==> src/rtl/spinn_aer2_pkg.sv <==
// Shared SpiNNaker AER definitions: packet width, dump timeout default and round-robin helper.
package spinn_aer2_pkg;

    localparam int unsigned SPINN_PKT_WIDTH  = 72;
    localparam int unsigned DUMP_CYCLES_DFLT = 128;
    localparam int unsigned RR_MAX_PORTS     = 8;

    typedef struct packed {
        logic       found;
        logic [2:0] idx;
    } rr_result_t;

    typedef enum logic {
        ST_NORMAL,
        ST_DUMP
    } dump_state_t;

    // Search last+1 .. last+num (mod num); the first requester found wins.
    function automatic rr_result_t rr_next(input logic [RR_MAX_PORTS-1:0] req,
                                           input logic [2:0]              last,
                                           input int unsigned             num);
        rr_result_t  res;
        int unsigned pos;
        res = '0;
        for (int unsigned i = 1; i <= RR_MAX_PORTS; i++) begin
            if (i <= num) begin
                pos = 32'(last) + i;
                if (pos >= num) pos = pos - num;
                if (!res.found && req[pos[2:0]]) begin
                    res.found = 1'b1;
                    res.idx   = pos[2:0];
                end
            end
        end
        return res;
    endfunction

endpackage

==> src/rtl/rr_arbiter.sv <==
// Reusable round-robin arbiter: combinational grant from req, pointer advances only on accepted grants.
module rr_arbiter
    import spinn_aer2_pkg::*;
#(
    parameter int unsigned NUM_PORTS = 4
) (
    input  logic                         clk,
    input  logic                         rst,
    input  logic [NUM_PORTS-1:0]         req,
    input  logic                         advance,
    output logic [$clog2(NUM_PORTS)-1:0] grant,
    output logic                         found
);

    localparam int unsigned IDX_W = $clog2(NUM_PORTS);

    logic [IDX_W-1:0]        last_grant;
    logic [RR_MAX_PORTS-1:0] req_ext;
    rr_result_t              res;

    assign req_ext = RR_MAX_PORTS'(req);
    assign res     = rr_next(req_ext, 3'(last_grant), NUM_PORTS);
    assign found   = res.found;
    assign grant   = IDX_W'(res.idx);

    always_ff @(posedge clk) begin
        if (rst) begin
            last_grant <= IDX_W'(NUM_PORTS - 1);
        end else if (advance) begin
            last_grant <= grant;
        end
    end

endmodule

==> src/rtl/ipkt_arbiter.sv <==
// Round-robin merge of in-mapper packet streams into one registered SpiNNaker output with dump mode.
// Optional drop counter enabled by defining IPKT_ARB_DROP_CNT_EN.
module ipkt_arbiter
    import spinn_aer2_pkg::*;
#(
    parameter int unsigned NUM_PORTS   = 4,
    parameter int unsigned PKT_WIDTH   = SPINN_PKT_WIDTH,
    parameter int unsigned DUMP_CYCLES = DUMP_CYCLES_DFLT,
    parameter int unsigned CTR_WIDTH   = 16
) (
    input  logic                           clk,
    input  logic                           rst,
    input  logic [NUM_PORTS*PKT_WIDTH-1:0] in_data,
    input  logic [NUM_PORTS-1:0]           in_vld,
    output logic [NUM_PORTS-1:0]           in_rdy,
    output logic [PKT_WIDTH-1:0]           out_data,
    output logic                           out_vld,
    input  logic                           out_rdy,
    output logic [$clog2(NUM_PORTS)-1:0]   grant_id,
    output logic                           dump_mode
`ifdef IPKT_ARB_DROP_CNT_EN
    ,
    output logic [CTR_WIDTH-1:0]           drop_cnt
`endif
);

    localparam int unsigned IDX_W = $clog2(NUM_PORTS);

    if (NUM_PORTS < 2 || NUM_PORTS > RR_MAX_PORTS || DUMP_CYCLES < 1 || DUMP_CYCLES > 255
        || CTR_WIDTH < 1) begin : g_bad_cfg
        $error("ipkt_arbiter: parameter out of range");
    end

    dump_state_t      state, state_nxt;
    logic [7:0]       dump_ctr, dump_ctr_nxt;
    logic             load_en;
    logic             take;
    logic             arb_found;
    logic [IDX_W-1:0] arb_grant;

    assign dump_mode = (state == ST_DUMP);
    assign load_en   = ~out_vld | out_rdy;
    assign take      = ~rst & ~dump_mode & load_en & arb_found;

    rr_arbiter #(
        .NUM_PORTS (NUM_PORTS)
    ) u_rr (
        .clk     (clk),
        .rst     (rst),
        .req     (in_vld),
        .advance (take),
        .grant   (arb_grant),
        .found   (arb_found)
    );

    // Dump mode accepts everything so upstream never backs up while SpiNNaker is stuck.
    always_comb begin
        in_rdy = '0;
        if (!rst) begin
            if (dump_mode) begin
                in_rdy = in_vld;
            end else if (take) begin
                in_rdy[arb_grant] = 1'b1;
            end
        end
    end

    always_ff @(posedge clk) begin
        if (rst) begin
            out_vld  <= 1'b0;
            out_data <= '0;
            grant_id <= '0;
        end else if (take) begin
            out_vld  <= 1'b1;
            out_data <= in_data[32'(arb_grant)*PKT_WIDTH +: PKT_WIDTH];
            grant_id <= arb_grant;
        end else if (out_rdy) begin
            out_vld  <= 1'b0;
        end
    end

    always_comb begin
        state_nxt    = state;
        dump_ctr_nxt = dump_ctr;
        if (out_rdy) begin
            dump_ctr_nxt = 8'(DUMP_CYCLES);
            state_nxt    = ST_NORMAL;
        end else if (dump_ctr != 8'd0) begin
            dump_ctr_nxt = dump_ctr - 8'd1;
        end else begin
            state_nxt    = ST_DUMP;
        end
    end

    always_ff @(posedge clk) begin
        if (rst) begin
            state    <= ST_NORMAL;
            dump_ctr <= 8'(DUMP_CYCLES);
        end else begin
            state    <= state_nxt;
            dump_ctr <= dump_ctr_nxt;
        end
    end

`ifdef IPKT_ARB_DROP_CNT_EN
    localparam int unsigned SUM_W = CTR_WIDTH + 1;

    logic [SUM_W-1:0] drop_sum;

    assign drop_sum = {1'b0, drop_cnt} + SUM_W'($countones(in_vld));

    always_ff @(posedge clk) begin
        if (rst) begin
            drop_cnt <= '0;
        end else if (dump_mode) begin
            drop_cnt <= drop_sum[CTR_WIDTH] ? '1 : drop_sum[CTR_WIDTH-1:0];
        end
    end
`endif

endmodule
==> config.mk <==
export PLATFORM = sky130hd
export DESIGN_NAME = ipkt_arbiter
export DESIGN_NICKNAME = d
export VERILOG_FILES = /design/src/rtl/spinn_aer2_pkg.sv /design/src/rtl/rr_arbiter.sv /design/src/rtl/ipkt_arbiter.sv
export SDC_FILE = /design/constraint.sdc
export NUM_CORES = 1
export LEC_CHECK = 0
export CAP_MARGIN = 25
export CELL_PAD_IN_SITES_DETAIL_PLACEMENT = 1
export CELL_PAD_IN_SITES_GLOBAL_PLACEMENT = 1
export CORE_ASPECT_RATIO = 0.7
export CORE_MARGIN = 2
export CORE_UTILIZATION = 22
export DETAILED_ROUTE_END_ITERATION = 10
export PLACE_DENSITY_LB_ADDON = 0.15
export SYNTH_ARGS = -nofsm -noshare
export SYNTH_HDL_FRONTEND = slang
export SYNTH_SLANG_ARGS = --single-unit
==> constraint.sdc <==
create_clock -name clk -period 4 [get_ports clk]
set_input_delay 1.2 -clock clk [delete_from_list [all_inputs] [get_ports clk]]
set_output_delay 1.2 -clock clk [all_outputs]
set_load 0.005 [all_outputs]
# Word level (Yosys, flattened, before mapping)
# Cells that the tools add are included.
[totals]
register_bits = 86
input_bits = 295
out_inout_bits = 80
elab_cells = 67
[op_classes]
addsub = 9
n_mul = 1
n_lt_le_gt_ge = 10
shift = 1
mux = 23
bitwise = 7
reduce_logical = 10
[op_table]
columns = ["operator", "n"]
rows = [
  ["288-bit by 10-bit indexed part select with 72-bit output", 1],
  ["32-bit by 3-bit greater-or-equal comparator with 1-bit output (second input constant)", 3],
  ["4-bit 2-to-1 mux", 7],
  ["3-bit by 4-bit < comparator with 1-bit output (second input constant)", 4],
  ["1-bit binary-select mux with 3-bit select", 4],
  ["3-bit 2-to-1 mux", 4],
  ["3-bit subtractor (second input constant)", 4],
  ["8-bit nonzero test", 1],
  ["8-bit by 1-bit subtractor with 8-bit output (second input constant)", 1],
  ["1-bit 2-to-1 mux", 7],
  ["2-bit by 2-bit adder with 3-bit output (second input constant)", 2],
  ["2-bit by 4-bit multiplier with 6-bit output (second input constant)", 1],
  ["2-bit by 3-bit adder with 4-bit output (second input constant)", 1],
  ["4-bit by 3-bit greater-or-equal comparator with 1-bit output (second input constant)", 1],
  ["1-bit logical AND", 4],
  ["2-bit by 1-bit adder with 3-bit output (second input constant)", 1],
  ["1-bit bitwise AND", 3],
  ["1-bit zero test", 3],
  ["2-bit by 3-bit < comparator with 1-bit output (second input constant)", 1],
  ["1-bit NOT", 3],
  ["1-bit demux with 2-bit select", 1],
  ["2-bit by 1-bit greater-or-equal comparator with 1-bit output (second input constant)", 1],
  ["2-bit nonzero test", 1],
  ["2-bit OR reduction", 1],
  ["1-bit bitwise OR", 1],
]

# Longest topological paths before layout
[depth]
ltp_word = 22
ltp_mapped = 13

# Modules after synthesis
# From an unflattened synthesis, not the netlist that was laid out.
[unflattened]
cells_unflattened = 365
hier_area_um2 = 4899.7
[by_module_without_submodules]
columns = ["module", "instances", "cells_each", "area_per_inst_um2", "seq_area_each_um2"]
rows = [
  ["ipkt_arbiter", 1, 320, 4488.1, 1681.6],
  ["rr_arbiter", 1, 45, 411.6, 40.0],
]

# Worst setup path after synthesis
# OpenSTA, ideal clock, no wires.
[synth_timing]
kind = "input-to-output"
from = "input port in_vld[0]"
to = "output port in_rdy[2]"
arrival_time_ns = 2.895
required_time_ns = 2.800
path_slack_ns = -0.095
path_stages = 7
n_path_buf = 1
cell_sequence = "mux4_2 -> a221o_1 -> a22oi_1 -> nor2_1 -> buf_6 -> or3_1 -> a21oi_1"
[synth_between]
elab_chain_len = 19
word_cells_on_any_way = 27
[synth_lines]
columns = ["item", "line_no", "text"]
rows = [
  ["start: declaration", "ipkt_arbiter.sv:14", "input logic [NUM_PORTS-1:0] in_vld,"],
  ["1-bit binary-select mux with 3-bit select", "spinn_aer2_pkg.sv:29", "if (!res.found && req[pos[2:0]]) begin"],
  ["1-bit 2-to-1 mux (not written as such)", "spinn_aer2_pkg.sv:29", ""],
  ["4-bit 2-to-1 mux", "spinn_aer2_pkg.sv:29", ""],
  ["1-bit zero test", "spinn_aer2_pkg.sv:29", ""],
  ["1-bit logical AND", "spinn_aer2_pkg.sv:29", ""],
  ["4-bit 2-to-1 mux", "spinn_aer2_pkg.sv:29", ""],
  ["1-bit zero test", "spinn_aer2_pkg.sv:29", ""],
  ["1-bit logical AND", "spinn_aer2_pkg.sv:29", ""],
  ["(+3 left out)", "n/a", ""],
  ["4-bit 2-to-1 mux (*)", "spinn_aer2_pkg.sv:29", ""],
  ["2-bit by 3-bit < comparator with 1-bit output (not written as such) / 2-bit by 1-bit greater-or-equal comparator with 1-bit output (equally long branches)", "ipkt_arbiter.sv:63", "in_rdy[arb_grant] = 1'b1;"],
  ["1-bit logical AND (not written as such)", "ipkt_arbiter.sv:63", ""],
  ["1-bit 2-to-1 mux (not written as such)", "ipkt_arbiter.sv:63", ""],
  ["1-bit demux with 2-bit select", "ipkt_arbiter.sv:63", ""],
  ["4-bit 2-to-1 mux (*)", "ipkt_arbiter.sv:62", "end else if (take) begin"],
  ["4-bit 2-to-1 mux (*)", "ipkt_arbiter.sv:60", "if (dump_mode) begin"],
  ["4-bit 2-to-1 mux (*)", "ipkt_arbiter.sv:59", "if (!rst) begin"],
  ["end: declaration", "ipkt_arbiter.sv:15", "output logic [NUM_PORTS-1:0] in_rdy,"],
]
# Every way passes the cells marked *; elsewhere a longest branch is shown, timed or not. The select of a mux whose other input is x is not followed.

# Final worst setup path
# Same ends and word-level chain as after synthesis.

==> summary.md <==
Run status
- finished with violations — run status
- negative setup slack — failing checks

Synth
- 0 — number of enable flip-flop cells after synthesis
- 0% — share of async-settable or async-resettable flops after synthesis
- 1000 — Synthesized Nets
- dfxtp_1 — primary flip-flop cell chosen by synthesis mapping
- 8.02 sq um — syn avg cell area
- 703 — gate count of the mapped netlist
- 86 — post-synthesis register bit count
- 5640 sq um — combined area of all synthesized cells
- 30.5% — sequential fraction of the synthesis area
- 0 — warnings from Yosys
- 42 — distinct cell type count of the synthesized netlist

Min path
- out_data[29] — HP Start
- flip-flop to flip-flop — min-delay worst type
- 2 — count of cells along the worst hold path
- out_data[29] — WHS Endpoint

Routing
- 21.2 um — average wire per cell in the routed design
- 6 — Pre-Repair DR Iteration Count
- 5.09 — via/cell ratio
- 6958 — overall via count from detail_route
- 0 — number of nets with antenna violations after detailed routing
- 0 — drc violations
- 256 — Starting DRT DRC Count
- 29000 um — final routed wirelength across all metal layers

Placed design
- 19900 um — post-DP HPWL
- 1344 — dpl cells
- 374 — count of buffers inserted at the top-level ports
- 0.811 — gpl congestion
- 9650 sq um — placed cell areas

Worst setup path
- input port — kind of start point of the critical path
- mux4_2 — cell with the biggest individual delay on the critical path
- 0.52 ns — peak per-stage delay on the critical path
- output pin — endpoint class of the critical path
- 12 — depth of the most critical reg-to-reg path
- out_data[55] — Crit Reg-Reg Endpoint
- input port to output pin — WS Path Type
- buf_6 > mux4_2 > a221o_1 > a22oi_2 > nor2_4 > or3_4 > a21oi_2 > clkdlybuf4s15_2 — CP Cell Sequence
- 3.10 ns — CP Data Arrival Time
- 3 — top fanout value on the critical path
- 2.80 ns — Worst EP required
- 0.50 ns — register-to-register setup slack
- u_rr.last_grant[0] — startpoint of the most critical register-to-register path

Clock network
- 0 — hold buffers post-CTS
- 0.35 ns — Clk Latency, worst-skew pair
- done — CTS tree
- 0.06 ns — Reg clk slew, reported paths
- 2 — maximum root-to-sink buffer count
- 9 — Num CTS Buffers
- 3 — number of H-tree branching levels
- 86 — Num Clock Sinks
- clkbuf_16 — clock root buffer master

Final layout
- 8.82% — fraction of layout instances using a drive strength above 1
- 79.2% — layout overhead on the synthesized area
- 1720 sq um — Seq. cell area
- 10100 sq um — total non-filler cell area in the finished layout
- 0 — n_diodes
- 3580 sq um — area of combinational cells with multiple inputs
- 2911 — number of filler instances in the final layout
- 1335 — fin nets
- 1368 — final std cells w/o fill

Global routing
- 98 — pin count of the biggest net entering global routing
- 7063 — via count of the first global-routing pass
- 0 — GRT overflow
- 1 — number of antenna violations at the first check in global routing
- 20.7% — global routing usage summed across all routing layers
- 43100 um — wire length of the first global-routing pass

Die
- 26900 sq um — Die Footprint
- 24900 sq um — CORE AREA
- 22.6% — Initial Util
- 195 um — x dimension of the die
- 138 um — chip height
- 375 — Boundary Pins
- 48 — number of cell rows

STA
- -0.973 ns — Fin Setup TNS
- 4.30 ns — time the worst path needs with I/O delays and setup
- -0.304 ns — final critical-path setup slack
- 0 — Final Hold Vio Count
- 0.0100 ns — worst clock skew
- 33.1% — worst max-slew margin expressed relative to the limit
- 108% — post-route fraction of the period consumed by the critical path
- 0 — pins over their slew limit
- 232 MHz — maximum operating frequency
- 1.00 ns — slew at the pin with the worst max-slew slack
- 0.470 ns — worst hold slack
- yes — setup repair after global routing missed its margin
- 4 — # setup viols final

Job
- 0 — count of max-cap constraint violations

Power and ir drop
- 672 nW/um^2 — pwr dens
- 0.544 mV — maximum vdd ir drop
- 6.79 mW — post-layout power
- 3.87 nW — static leakage

==> report_power, final <==
| group | internal (mW) | switching [mW] |
|---|---|---|
| registers | 1.20 | 0.164 |
| logic | 2.07 | 2.47 |
| clock network | 0.500 | 0.395 |
==> registers in the layout, summed over array words and instances, names as in the netlist <==
name and count:
dump_ctr 8, out_vld 1, grant_id 2, out_data 72, u_rr.last_grant 2, dump_mode 1
==> cells in the mapped netlist (2+ instances only) <==
master | number | area, sq um
nand3b_1 | 2 | 15.0
nand2b_1 | 2 | 12.5
nor3_1 | 5 | 25.0
mux2i_1 | 3 | 30.0
clkbuf_1 | 62 | 233
xnor2_1 | 4 | 35.0
mux2_2 | 2 | 22.5
and3_1 | 144 | 901
o21ai_0 | 3 | 15.0
ha_1 | 2 | 25.0
nand3_1 | 77 | 385
nand2_1 | 13 | 48.8
a21oi_1 | 6 | 30.0
a221oi_1 | 2 | 17.5
nor2_1 | 14 | 52.6
buf_6 | 9 | 101
inv_1 | 4 | 15.0
buf_4 | 2 | 15.0
dfxtp_1 | 86 | 1720
a22oi_1 | 2 | 15.0
o31ai_1 | 72 | 541
or3_1 | 3 | 18.8
a211oi_1 | 144 | 1080
a31oi_1 | 2 | 12.5
mux4_2 | 2 | 45.0
buf_2 | 19 | 95.1
xor2_1 | 2 | 17.5
==> cell type report <==
| type | instances | area share, % |
|---|---|---|
| Timing Repair Buffer | 417 | 40.4 |
| Multi-Input combinational cell | 520 | 35.4 |
| Sequential cell | 86 | 17.0 |
| Tap cell | 325 | 4.02 |
| Clock buffer | 10 | 2.37 |
| Clock inverter | 6 | 0.607 |
| Inverter | 4 | 0.149 |
==> routing by layer <==
| metal | vias up | part of all wire, % | GRT usage (%) |
|---|---|---|---|
| li1 | 3420 | - | - |
| met1 | 3277 | 45 | 25.8 |
| met2 | 226 | 45 | 34.2 |
| met3 | 35 | 7.8 | 7.59 |
| met4 | 0 | 2.0 | 5.30 |
| met5 | - | 0 | 0 |
==> worst max path at each step <==
stage / startpoint / end / slack (ns) / cells after the start
after CTS: in_vld[2] / in_rdy[1] / -0.32 / 9
after global placement: in_vld[0] / in_rdy[2] / -1.04 / 8
after global routing: in_vld[2] / in_rdy[1] / -0.36 / 12
after detailed placement: in_vld[2] / in_rdy[2] / -1.07 / 10
final: in_vld[0] / in_rdy[2] / -0.30 / 8
after floorplan: in_vld[0] / in_rdy[2] / -0.04 / 7
==> cells in the final DEF (no fill, tap or decap), types with 2 or more instances in the layout <==
cell	Yosys	routed
nand3_1	77	76
clkinv_2	0	3
nor2_1	14	13
or3_4	0	3
buf_2	19	3
o31ai_1	72	72
mux2i_1	3	2
nand2_1	13	13
buf_4	2	38
mux4_2	2	2
buf_6	9	8
and3_1	144	144
o21ai_0	3	3
xnor2_1	4	4
clkbuf_16	0	9
xor2_1	2	2
nand3b_1	2	2
nor3_1	5	5
clkdlybuf4s50_1	0	366
a21oi_1	6	3
a211oi_1	144	144
nand2b_1	2	2
dfxtp_1	86	86
a22oi_2	0	2
inv_1	4	3
a31oi_1	2	2
a21oi_2	0	3
==> what timing repair did <==
| action | 4_1_cts | 5_1_grt |
|---|---|---|
| pin swaps | 5 | 2 |
| setup endpoints to repair | 51 | 4 |
| gates resized for setup | 48 | 8 |
| setup buffers | 7 | 1 |
==> per-stage QoR <==
| step | setup WS [ns] | utilization (%) |
|---|---|---|
| final | -0.304 | 40.5 |
| after CTS | -0.320 | 40.4 |
| after global routing | -0.357 | 40.5 |
| after floorplan | -0.0447 | - |
| after global placement | -1.04 | 38.7 |
| after detailed placement | -1.07 | 38.7 |
==> worst max-delay path: cells and delay by family <==
family / cells / cell delay (ns)
AO/OA/AOI/OAI: 3 / 0.66
AND/OR/NAND/NOR: 2 / 0.40
buffers and inverters: 2 / 0.31
multiplexers: 1 / 0.52
==> kinds of logic after synthesis <==
group,Yosys count,synth area share (%)
adder cells (fa/ha/maj),2,0.444
AO/OA/AOI/OAI,238,31.4
multiplexers,7,1.73
AND/OR/NAND/NOR,267,26.7
XOR/XNOR,6,0.932
flip-flops,86,30.5
buffers and inverters,97,8.21
Power figures use the tool's default switching activity.
